### config.mk
export PLATFORM = sky130hd
export DESIGN_NAME = nibble_pack_writer
export DESIGN_NICKNAME = d
export VERILOG_FILES = /design/src/rtl/nibble_pkg.sv /design/src/rtl/nibble_range_order.sv /design/src/rtl/nibble_pack_writer.sv
export SDC_FILE = /design/constraint.sdc
export NUM_CORES = 1
export LEC_CHECK = 0
export ABC_AREA = 0
export ABC_CLOCK_PERIOD_IN_PS = 2900
export CORE_MARGIN = 4
export CORE_UTILIZATION = 41
export CTS_BUF_LIST = sky130_fd_sc_hd__clkbuf_8
export CTS_CLUSTER_SIZE = 40
export DETAILED_ROUTE_END_ITERATION = 8
export PLACE_DENSITY = 0.74
export SLEW_MARGIN = 30
export SYNTH_ARGS = -nofsm -noshare
export SYNTH_HDL_FRONTEND = slang
export SYNTH_SLANG_ARGS = --single-unit
export TNS_END_PERCENT = 1
### constraint.sdc
create_clock -name clk -period 2.9 [get_ports clk]
set_input_delay 0.58 -clock clk [delete_from_list [all_inputs] [get_ports clk]]
set_output_delay 0.58 -clock clk [all_outputs]
set_load 0.05 [all_outputs]
### src/rtl/nibble_pkg.sv
// Shared definitions for the nibble packer and the nibble-range adder:
// geometry, state encoding and the slot-to-bit-offset mapping.
package nibble_pkg;
   localparam int NIB_W   = 4;
   localparam int NIB_CNT = 8;
   localparam int SUM_W   = 8;
   localparam int IDX_W   = $clog2(NIB_CNT);
   localparam int WORD_W  = NIB_W * NIB_CNT;
   localparam int OFF_W   = $clog2(WORD_W);

   typedef enum logic [1:0] {
      IDLE = 2'd0,
      LOAD = 2'd1,
      DONE = 2'd2
   } state_t;

   // Slot i occupies bits [slot_off(i) +: NIB_W]
   function automatic logic [OFF_W-1:0] slot_off(input logic [IDX_W-1:0] i);
      return OFF_W'(i) * OFF_W'(NIB_W);
   endfunction
endpackage

### src/rtl/nibble_range_order.sv
// Orders two slot bounds into lo/hi; shared with the nibble-range adder.
module nibble_range_order
   import nibble_pkg::*;
#(
   parameter int W = IDX_W
) (
   input  logic [W-1:0] a,
   input  logic [W-1:0] b,
   output logic [W-1:0] lo,
   output logic [W-1:0] hi
);
   logic a_lt_b;

   assign a_lt_b = (a < b);
   assign lo     = a_lt_b ? a : b;
   assign hi     = a_lt_b ? b : a;
endmodule

### src/rtl/nibble_pack_writer.sv
// Packs a valid/ready stream of nibbles into slots lo..hi of a word and
// keeps the running sum, so the adder can re-derive it from the same word.
module nibble_pack_writer
   import nibble_pkg::*;
#(
   parameter int NIB_W   = 4,
   parameter int NIB_CNT = 8,
   parameter int SUM_W   = 8,
   localparam int IW     = $clog2(NIB_CNT)
) (
   input  logic                     clk,
   input  logic                     rst,
   input  logic                     start,
   input  logic [IW-1:0]            M,
   input  logic [IW-1:0]            m,
   input  logic [NIB_W-1:0]         din,
   input  logic                     din_valid,
   output logic                     din_ready,
   output logic [NIB_W*NIB_CNT-1:0] Iout,
   output logic [SUM_W-1:0]         sum,
   output logic                     busy,
   output logic                     done
);
   state_t        state, state_nx;
   logic [IW-1:0] lo, hi, hi_q, idx;
   logic          accept;

   nibble_range_order #(.W(IW)) u_order (
      .a  (M),
      .b  (m),
      .lo (lo),
      .hi (hi)
   );

   always_ff @(posedge clk or negedge rst) begin
      if (!rst) state <= IDLE;
      else      state <= state_nx;
   end

   // Handshake outputs decode the state register only, never din_valid.
   always_comb begin
      state_nx  = state;
      din_ready = 1'b0;
      busy      = 1'b1;
      done      = 1'b0;
      case (state)
         IDLE: begin
            busy = 1'b0;
            if (start) state_nx = LOAD;
         end
         LOAD: begin
            din_ready = 1'b1;
            if (din_valid && idx == hi_q) state_nx = DONE;
         end
         DONE: begin
            done     = 1'b1;
            state_nx = IDLE;
         end
         default: state_nx = IDLE;
      endcase
   end

   assign accept = din_valid && din_ready;

   // Slots outside lo..hi are never touched, so consecutive sequences compose.
   always_ff @(posedge clk or negedge rst) begin
      if (!rst) begin
         Iout <= '0;
         sum  <= '0;
         idx  <= '0;
         hi_q <= '0;
      end else if (state == IDLE && start) begin
         idx  <= lo;
         hi_q <= hi;
         sum  <= '0;
      end else if (accept) begin
         Iout[slot_off(idx) +: NIB_W] <= din;
         sum                          <= sum + SUM_W'(din);
         if (idx != hi_q) idx <= idx + IW'(1);
      end
   end
endmodule

Word level (Yosys, flattened, before mapping)
Index checks and enable logic that the tools add are counted.
- $add $sub $neg: 3
- $lt $le $gt $ge: 1
- equality and inequality tests: 6
- shift-type cells: 2
- multiplexer cells: 14
- bitwise logic cells: 1
- reduce and logical (&&, ||, !) cells: 9
- operators with widths (cell ; number):
    32-bit bitwise mux ; 1
    4-bit by 7-bit variable shift with 32-bit output, first input constant ; 1
    4-bit by 7-bit variable part select with 32-bit output ; 1
    8-bit two-way mux ; 2
    3-bit two-way mux ; 5
    8-bit by 4-bit adder with 8-bit output ; 1
    5-bit negator with 7-bit output ; 1
    2-bit AND reduction ; 3
    2-bit two-way mux ; 2
    2-bit != test, second input constant ; 2
    2-bit case mux with 2 select lines ; 1
    2-bit nonzero test ; 2
    3-bit by 1-bit adder with 3-bit output, second input constant ; 1
    3-bit == test ; 1
    1-bit logical AND ; 3
    3-bit less-than comparator ; 1
    1-bit two-way mux ; 3
    3-bit != test ; 1
    2-bit by 1-bit == test with 1-bit output, second input constant ; 1
    2-bit == test, second input constant ; 1
    2-bit zero test ; 1
    1-bit NOT ; 1
- bits in registers: 48
- input bits: 14
- output and inout port bits: 43
- logic and storage cells: 41

Logic depth before layout (Yosys ltp)
Gate-level depths: netlist of run 1.
- depth in word-level cells: 5
- depth in mapped cells: 8
- gate-level depth less buffers: 8

Modules after synthesis
From an unflattened synthesis of run 1, not the netlist that was laid out.
- cell total of the unflattened synthesis: 193
- area, all modules: 2391.0 um2
- by module, submodules not included (module ; instances ; cells an instance ; area each (um2) ; seq. area each (um2)):
    nibble_pack_writer ; 1 ; 177 ; 2238.4 ; 1201.2
    nibble_range_order ; 1 ; 16 ; 152.6 ; 0.0

Worst setup path after synthesis of run 1
OpenSTA, ideal clock, no wires.
- kind: register -> register
- from: reg idx[0]
- to: reg Iout[20]
- library setup time: 0.125 ns
- arrival: 2.125 ns
- required time: 2.775 ns
- setup slack: 0.651 ns
- stages on the path, launching flop included: 8
- buffers on the path: 0
- clock period less this slack: 2.249 ns
- path through: dfrtp_1 inv_1 ha_1 ha_1 nand2b_1 or2_2 nor3_1 mux2_2
- word-level cells in the longest chain between the ends: 3
- elaborated cells between the ends (all ways): 4
- those cells by class: add/sub (1); shift (2); mux (1)
- ends and longest elaborated chain (item ; RTL line ; RTL):
    start: declaration ; nibble_pack_writer.sv:25 ; logic [IW-1:0] lo, hi, hi_q, idx;
    start signal: assignment ; nibble_pack_writer.sv:73 ; idx <= lo;
    start signal: assignment ; nibble_pack_writer.sv:79 ; if (idx != hi_q) idx <= idx + IW'(1);
    5-bit negator with 7-bit output (*) ; nibble_pack_writer.sv:77 ; Iout[slot_off(idx) +: NIB_W] <= din;
    4-bit by 7-bit variable part select with 32-bit output or 4-bit by 7-bit variable shift with 32-bit output (tied branches) ; nibble_pack_writer.sv:77 ;
    32-bit bitwise mux (*) ; nibble_pack_writer.sv:77 ;
    end signal: indexed assignment ; nibble_pack_writer.sv:77 ;
    end: declaration ; nibble_pack_writer.sv:19 ; output logic [NIB_W*NIB_CNT-1:0] Iout,
Mark *: on every way between the ends. The rest lies on a longest branch, timed or not.
A chain may end at the register's enable or synchronous reset.

Worst setup path in the final report of run 1
- from: reg idx[0]
- to: reg Iout[27]
Same word-level chain as after synthesis.

==> results of run 1 <==
==> metrics by stage <==
stage               utilization (%)  power, mW  setup slack [ns]  area, µm²
global route                   56.3       4.14             0.331       3080
detailed placement             54.5       3.51             0.301       2980
global placement               54.5       3.47             0.348       2980
floorplan                         -       2.76             0.651       2300
CTS                            56.3       3.93             0.438       3080
finish                         56.3       3.90             0.445       3080
==> Yosys cell counts, drive strengths merged (5+ instances only) <==
cell type  number  share of area, %
inv            12               2.0
a21oi           6               1.3
dfrtp          48                52
mux2i           5               2.2
nand2          13               2.2
ha             12               6.5
nor2           13               2.1
o21ai          14               3.0
xnor2           7               2.7
mux2           27                13
==> layer usage <==
layer | up-vias | global-route usage [%]
met5 | - | 0
met4 | 0 | 4.01
met3 | 4 | 4.37
met2 | 44 | 24.6
met1 | 810 | 18.6
li1 | 811 | -
==> power groups by stage <==
stage / logic [mW] / registers, mW / clock network, mW
floorplan: 0.790 / 1.97 / 0
global placement: 2.31 / 1.16 / 0
detailed placement: 2.34 / 1.17 / 0
CTS: 2.34 / 1.16 / 0.427
global route: 2.48 / 1.20 / 0.456
finish: 2.32 / 1.15 / 0.418
==> placed cells by master (no fill, tap or decap), types with 3 or more instances in the layout <==
cell	count
dfrtp_1	48
nor2_1	13
mux2i_1	5
clkbuf_8	6
nand3_1	3
inv_1	12
buf_4	8
a21oi_1	6
xor2_1	3
mux2_2	27
nand2_1	12
nor2b_1	3
xnor2_1	7
o21ai_0	14
clkdlybuf4s50_1	55
ha_1	12
==> cell type report <==
type                            count  area [µm²]  share of cell area (%)
Sequential cell                    48        1200                    39.0
Multi-Input combinational cell    132        1030                    33.5
Inverter                           12        45.0                    1.46
Clock inverter                      2        15.0                   0.487
Tap cell                           72        90.1                    2.92
Clock buffer                        6        82.6                    2.68
Timing Repair Buffer               64         616                    20.0
==> how the worst max path moves through the flow <==
stage               startpoint  endpoint  slack (ns)
finish                  idx[0]  Iout[27]        0.45
global placement        din[0]    sum[6]        0.35
detailed placement      din[0]    sum[6]        0.30
floorplan               idx[0]  Iout[20]        0.65
global route            idx[0]   Iout[4]        0.33
CTS                     idx[0]  Iout[27]        0.44
==> worst reg2reg max path, cell delays in order (launching register included) <==
cell,delay [ns]
dfrtp_1,0.50
inv_1,0.16
ha_1,0.24
ha_1,0.34
nor2_1,0.21
or4b_1,0.58
mux2_2,0.32
==> sequential cells by signal, indices dropped and copies added (netlist names) <==
signal / cells
Iout: 32
hi_q: 3
sum: 8
idx: 3
state: 2
==> cell families after synthesis <==
group           Yosys count  share of synthesized area (%)
compound gates           29                           7.39
xor+xnor                 10                           3.80
fa+ha+maj                13                           7.39
buf+inv                  17                           2.99
flops                    48                           52.2
mux                      32                           15.4
simple gates             48                           10.9
==> flow_summary.ini, run 1 <==
[run_status]
status = finished clean

[synthesis]
synth-seq-cells = 48
synth_edf_count = 0
synthesis.area_um2 = 2300
ys_seq_area_share_pct = 52.2
ys.flop_type = dfrtp_1
avgSynthCellArea_um2 = 11.7
yosysWarnings = 0
synthArstFlopShare_pct = 100
yosysUniqueCellTypes = 36
netlist_instances = 197
syn_nets = 224

[power]
p_int_mw = 2.03
pwr-share-comb_pct = 59.7
seqPwrFrac_pct = 29.6
power.density_nw_per_um2 = 1260
power_switching_mw = 1.87
ir_drop_mv = 0.567
p_leak_nw = 1.38
switching_share_pct = 48.0
power_frac_clock_pct = 10.7

[worst_setup_path]
reg2reg_depth = 6
reg2reg_from = idx[0]
crit_type = register to register
crit_arrival_ns = 2.65
path_cells = inv_1, ha_1, ha_1, nor2_1, or4b_1, mux2_2
reg2reg_to = Iout[27]
worstSetupStartpointType = register
crit_family = simple AND/OR/NAND/NOR gates
cp_common_cell = ha_1
r2r_slack_ns = 0.45
crit_fanout = 7
cpMaxStageDelayCell = or4b_1
crit_buf_inv = 1
crit_cells = 6
slowest_delay_ns = 0.58
endpoint_kind = register
cp_data_required_time_ns = 3.09

[detailed_routing]
wl_met2_mm = 2.21
dr.max_layer_used = met4
route.met3.wl_um = 302
wirelength_met1_mm = 2.25
detail_route.vias_per_cell = 4.97
initialDrtViolationCount = 66
drc = 0
vias = 1669
firstDrtPassIters = 4
antenna_left = 0
wl_per_cell_um = 14.3
routed_wl_mm = 4.80

[die]
start_util_pct = 42.1
die_y_um = 82.9
die_area_um2 = 6880
rows = 27
io_pins = 57
fp.dieW_um = 82.9
coreArea_um2 = 5470

[placement]
place_congestion = 0.834
dp_hpwl_mm = 3.71
dp_cells = 328
portBuffers = 56

[final_layout]
finalNonFillerCells = 336
diodes = 0
num-fill-cells = 496
area_delta_synth_final_pct = 33.9
final_net_count = 290
drive_gt1_share_pct = 18.6

[timing]
min_period_ns = 2.45
tightestPinTransition_ns = 0.631
skew_ns = 0.00599
slew_headroom_pct = 58.0
post-route-period-util_pct = 84.7
holdWs_ns = 0.289
tns_ns = 0
clock.fmax_mhz = 407
setup_viol = 0
rsz0062_at_grt = no
slew_violations = 0
hold_viol_final = 0

[clock_tree]
cts_buffer_depth = 2
cts_setup_buffers = 0
cts_buffers = 5
cts_tree = yes
ctsHoldBuffers = 0
cts_sinks = 48
cts-root-buf = clkbuf_8
cts_resized = 0
clk_pin_slew_ns = 0.09
htreeDepth = 2
clk_latency_ns = 0.30

[worst_hold_path]
holdCritPathClass = input pin to asynchronous set/reset pin

[global_routing]
grt_pass1_wl_mm = 8.31
grt_pass1_vias = 1735
grt_antenna_before_repair = 0
grt_start_max_net_pins = 29
grtUsageTotal_pct = 14.7
overflow = 0

[run]
drv_cap = 0
Note: power is estimated with default switching activity, not from simulation.
==> inputs of run 2 (changes only) <==
ABC_CLOCK_PERIOD_IN_PS = 2500   (was 2900)
clock period = 2.5 ns   (was 2.9 ns; I/O delays follow)
==> flow_summary.ini, run 2 (synthesized netlist as in run 1, its figures left out) <==
[run_status]
status = finished clean

[final_layout]
top_register = Iout
area_delta_synth_final_pct = 35.2
finalNonFillerCells = 340
diodes = 0
layout_commonest_cell = clkdlybuf4s50_1
largest_reg_flops = 32
drive_gt1_share_pct = 19.8
layout_common_cells = clkdlybuf4s50_1 (55), dfrtp_1 (48), mux2_2 (27), o21ai_0 (14), nor2_1 (13)
final_net_count = 294
top_regs = Iout x32, sum x8

[timing]
slew_violations = 0
tns_ns = 0
skew_ns = 0.00408
min_period_ns = 2.28
setup_viol = 0
post-route-period-util_pct = 91.3
tightestPinTransition_ns = 0.614
rsz0062_at_grt = no
slew_headroom_pct = 59.1
clock.fmax_mhz = 438
hold_viol_final = 0

[worst_setup_path]
cpMaxStageDelayCell = or4b_1
crit_arrival_ns = 2.48
cp_data_required_time_ns = 2.69
endpoint_kind = register
crit_type = register to register
cp_common_cell = ha_1
crit_fanout = 5
slowest_delay_ns = 0.59
worstSetupStartpointType = register
path_cells = inv_1, ha_1, ha_1, nor2_1, or4b_1, mux2_2

[detailed_routing]
wl_per_cell_um = 14.0
initialDrtViolationCount = 56
drc = 0
firstDrtPassIters = 4
routed_wl_mm = 4.77
vias = 1676
detail_route.vias_per_cell = 4.93
antenna_left = 0

[clock_tree]
cts_resized = 0
htreeDepth = 2
cts-root-buf = clkbuf_8
cts_tree = yes
ctsHoldBuffers = 0
clk_pin_slew_ns = 0.09
cts_setup_buffers = 0
clk_latency_ns = 0.30
cts_buffers = 5
cts_buffer_depth = 2
cts_sinks = 48

[placement]
dp_cells = 332
place_congestion = 0.837
portBuffers = 56
dp_hpwl_mm = 3.65

[power]
p_leak_nw = 1.40
power.density_nw_per_um2 = 1460
ir_drop_mv = 0.723

[global_routing]
grt_antenna_before_repair = 0
grt_start_max_net_pins = 49
gr-max-usage-layer = met2
grt_pass1_wl_mm = 8.09
grtUsageTotal_pct = 14.4
overflow = 0
grt_use_met1_pct = 18.1
grtUsageMet2_pct = 24.0
grt_pass1_vias = 1698
use_met3_pct = 4.17

[die]
die_y_um = 82.9
die_area_um2 = 6880
io_pins = 57
rows = 27
coreArea_um2 = 5470
start_util_pct = 42.1
fp.dieW_um = 82.9

[worst_hold_path]
holdCritPathClass = input pin to asynchronous set/reset pin

[run]
drv_cap = 0
==> run 2: cell count changes in the layout (fill, tap and decap cells not counted) <==
cell / delta
buf_4: +4
==> run 2: final cells by class <==
| class | instances | area [µm²] |
|---|---|---|
| multi-input cells | 132 | 1030 |
| clock buffers | 6 | 82.6 |
| inverters | 12 | 45.0 |
| well taps | 72 | 90.1 |
| fillers | 494 | 2360 |
| flip-flops and latches | 48 | 1200 |
| repair buffers | 68 | 646 |
| clock inverters | 2 | 15.0 |
==> run 2: final timing paths <==
check                           startpoint  endpoint  slack (ns)  cells past startpoint
worst max-delay path                idx[1]  Iout[27]        0.22                      6
worst min-delay path                   rst  Iout[27]        0.29                      2
worst max register to register      idx[1]  Iout[27]        0.22                      6
worst min register to register     Iout[1]   Iout[1]        0.49                      2
max in group asynchronous              rst   Iout[2]        1.79                      2
min in group clk                   Iout[1]   Iout[1]        0.49                      2
==> run 2: critical path: cells and delay by family (launching register included) <==
kind / cells / cell delay [ns]
adder cells (fa/ha/maj): 2 / 0.55
buffers and inverters: 1 / 0.06
flip-flops: 1 / 0.44
multiplexers: 1 / 0.32
AND/OR/NAND/NOR: 2 / 0.81
==> run 2: routing by layer <==
layer | wire [µm] | share of wire, %
met1 | 2220 | 46
met2 | 2230 | 47
met3 | 267 | 5.6
met4 | 61 | 1.3
met5 | 0 | 0
==> run 2: where the power goes <==
part	internal, mW	switching [mW]
Clock	0.224	0.261
Combinational	1.04	1.71
Sequential	1.11	0.206
Total	2.38	2.17
==> run 2: per-stage QoR <==
step | power (mW) | setup WS (ns) | area, µm² | hold WS [ns] | util [%]
finish | 4.55 | 0.219 | 3110 | 0.288 | 56.9
global route | 4.81 | 0.121 | 3110 | 0.337 | 56.9
CTS | 4.59 | 0.221 | 3110 | 0.304 | 56.9
detailed placement | 4.09 | 0.0546 | 3010 | 0.477 | 55.1
global placement | 4.05 | 0.0746 | 3010 | 0.484 | 55.1
floorplan | 3.20 | 0.251 | 2300 | 0.204 | -
==> inputs of run 3 (changes only) <==
CORE_MARGIN = 2   (was 4)
==> flow_summary.ini, run 3 (synthesized netlist as in run 1, its figures left out) <==
[detailed_routing]
detail_route.vias_per_cell = 4.96
routed_wl_mm = 4.64
drc = 0
initialDrtViolationCount = 48
firstDrtPassIters = 6
antenna_left = 0
vias = 1693
wl_per_cell_um = 13.6

[timing]
slew_headroom_pct = 64.1
post-route-period-util_pct = 90.5
tns_ns = 0
hold_viol_final = 0
holdWs_ns = 0.178
tightestPinTransition_ns = 0.539
clock.fmax_mhz = 442
setup_viol = 0
skew_ns = 0.00707
slew_violations = 0
rsz0062_at_grt = no
min_period_ns = 2.26

[power]
p_total_mw = 4.60
power.density_nw_per_um2 = 1460
ir_drop_mv = 0.666
p_leak_nw = 1.42

[global_routing]
grt_start_max_net_pins = 27
overflow = 0
grt_pass1_vias = 1703
grt_antenna_before_repair = 0
grtUsageTotal_pct = 16.4
grt_pass1_wl_mm = 7.94

[clock_tree]
cts_buffer_depth = 2
cts_setup_buffers = 0
cts_resized = 0
ctsHoldBuffers = 0
cts-root-buf = clkbuf_8
cts_buffers = 5
cts_sinks = 48
clk_pin_slew_ns = 0.09
cts_tree = yes
htreeDepth = 2
clk_latency_ns = 0.30

[run_status]
status = finished clean

[die]
rows = 27
die_y_um = 78.9
die_area_um2 = 6230
fp.dieW_um = 78.9
start_util_pct = 42.1
coreArea_um2 = 5470
io_pins = 57

[final_layout]
top_register = Iout
finalNonFillerCells = 341
layout_commonest_cell = clkdlybuf4s50_1
layout_common_cells = clkdlybuf4s50_1 (55), dfrtp_1 (48), mux2_2 (27), o21ai_0 (14)
final_net_count = 295
drive_gt1_share_pct = 19.7
area_delta_synth_final_pct = 36.5
top_regs = Iout x32, sum x8
diodes = 0
largest_reg_flops = 32

[worst_setup_path]
endpoint_kind = register
crit_type = register to register
cp_data_required_time_ns = 2.69
worstSetupStartpointType = register
reg2reg_depth = 6
reg2reg_from = idx[1]
r2r_slack_ns = 0.24
reg2reg_to = Iout[27]
crit_arrival_ns = 2.45
crit_fanout = 5

[placement]
portBuffers = 56
place_congestion = 0.784
dp_hpwl_mm = 3.62
dp_cells = 333

[worst_hold_path]
holdCritPathClass = input pin to asynchronous set/reset pin

[run]
drv_cap = 0
## run 3: changes by cell type in the layout (fill, tap and decap cells not counted), sizes merged
cell      change
buf           +1
bufinv        +1
clkbuf        -1
clkinv        +1
clkinvlp      -2
inv           +1
## run 3: routing by layer
metal	GRT usage, %	share of wire [%]	vias to the layer above
li1	-	-	818
met1	21.5	47	820
met2	26.7	47	51
met3	3.98	5.4	4
met4	5.86	1.3	0
met5	0	0	-
## run 3: worst max-delay path by stage
| stage | from | cells past startpoint | end | slack (ns) |
|---|---|---|---|---|
| 3_3_place_gp | din[0] | 9 | sum[6] | 0.11 |
| 6_report | idx[1] | 6 | Iout[27] | 0.24 |
| 5_1_grt | din[0] | 9 | sum[6] | 0.16 |
| 2_1_floorplan | idx[0] | 7 | Iout[20] | 0.25 |
| 3_5_place_dp | din[0] | 9 | sum[6] | 0.05 |
| 4_1_cts | idx[1] | 6 | Iout[27] | 0.22 |
## run 3: cell type report
cell class | instances | area (µm²)
Clock buffer | 5 | 68.8
Clock inverter | 3 | 38.8
Fill cell | 475 | 2330
Inverter | 12 | 45.0
Multi-Input combinational cell | 132 | 1030
Sequential cell | 48 | 1200
Tap cell | 72 | 90.1
Timing Repair Buffer | 69 | 666
## run 3: worst max-delay path: stages, from the launching register on
cell     delay [ns]
dfrtp_1        0.44
inv_1          0.06
ha_1           0.20
ha_1           0.35
nor2_1         0.20
or4b_1         0.58
mux2_2         0.33
## run 3: metrics by stage
step | setup WS (ns) | cell area [µm²] | util [%]
floorplan | 0.251 | 2300 | -
global placement | 0.113 | 3030 | 55.4
detailed placement | 0.0524 | 3030 | 55.4
CTS | 0.222 | 3140 | 57.4
global route | 0.155 | 3140 | 57.4
finish | 0.239 | 3140 | 57.4
## run 3: where the power goes
part / internal [mW] / switching, mW
Combinational: 1.04 / 1.70
Sequential: 1.11 / 0.209
Clock: 0.293 / 0.243
Total: 2.45 / 2.15
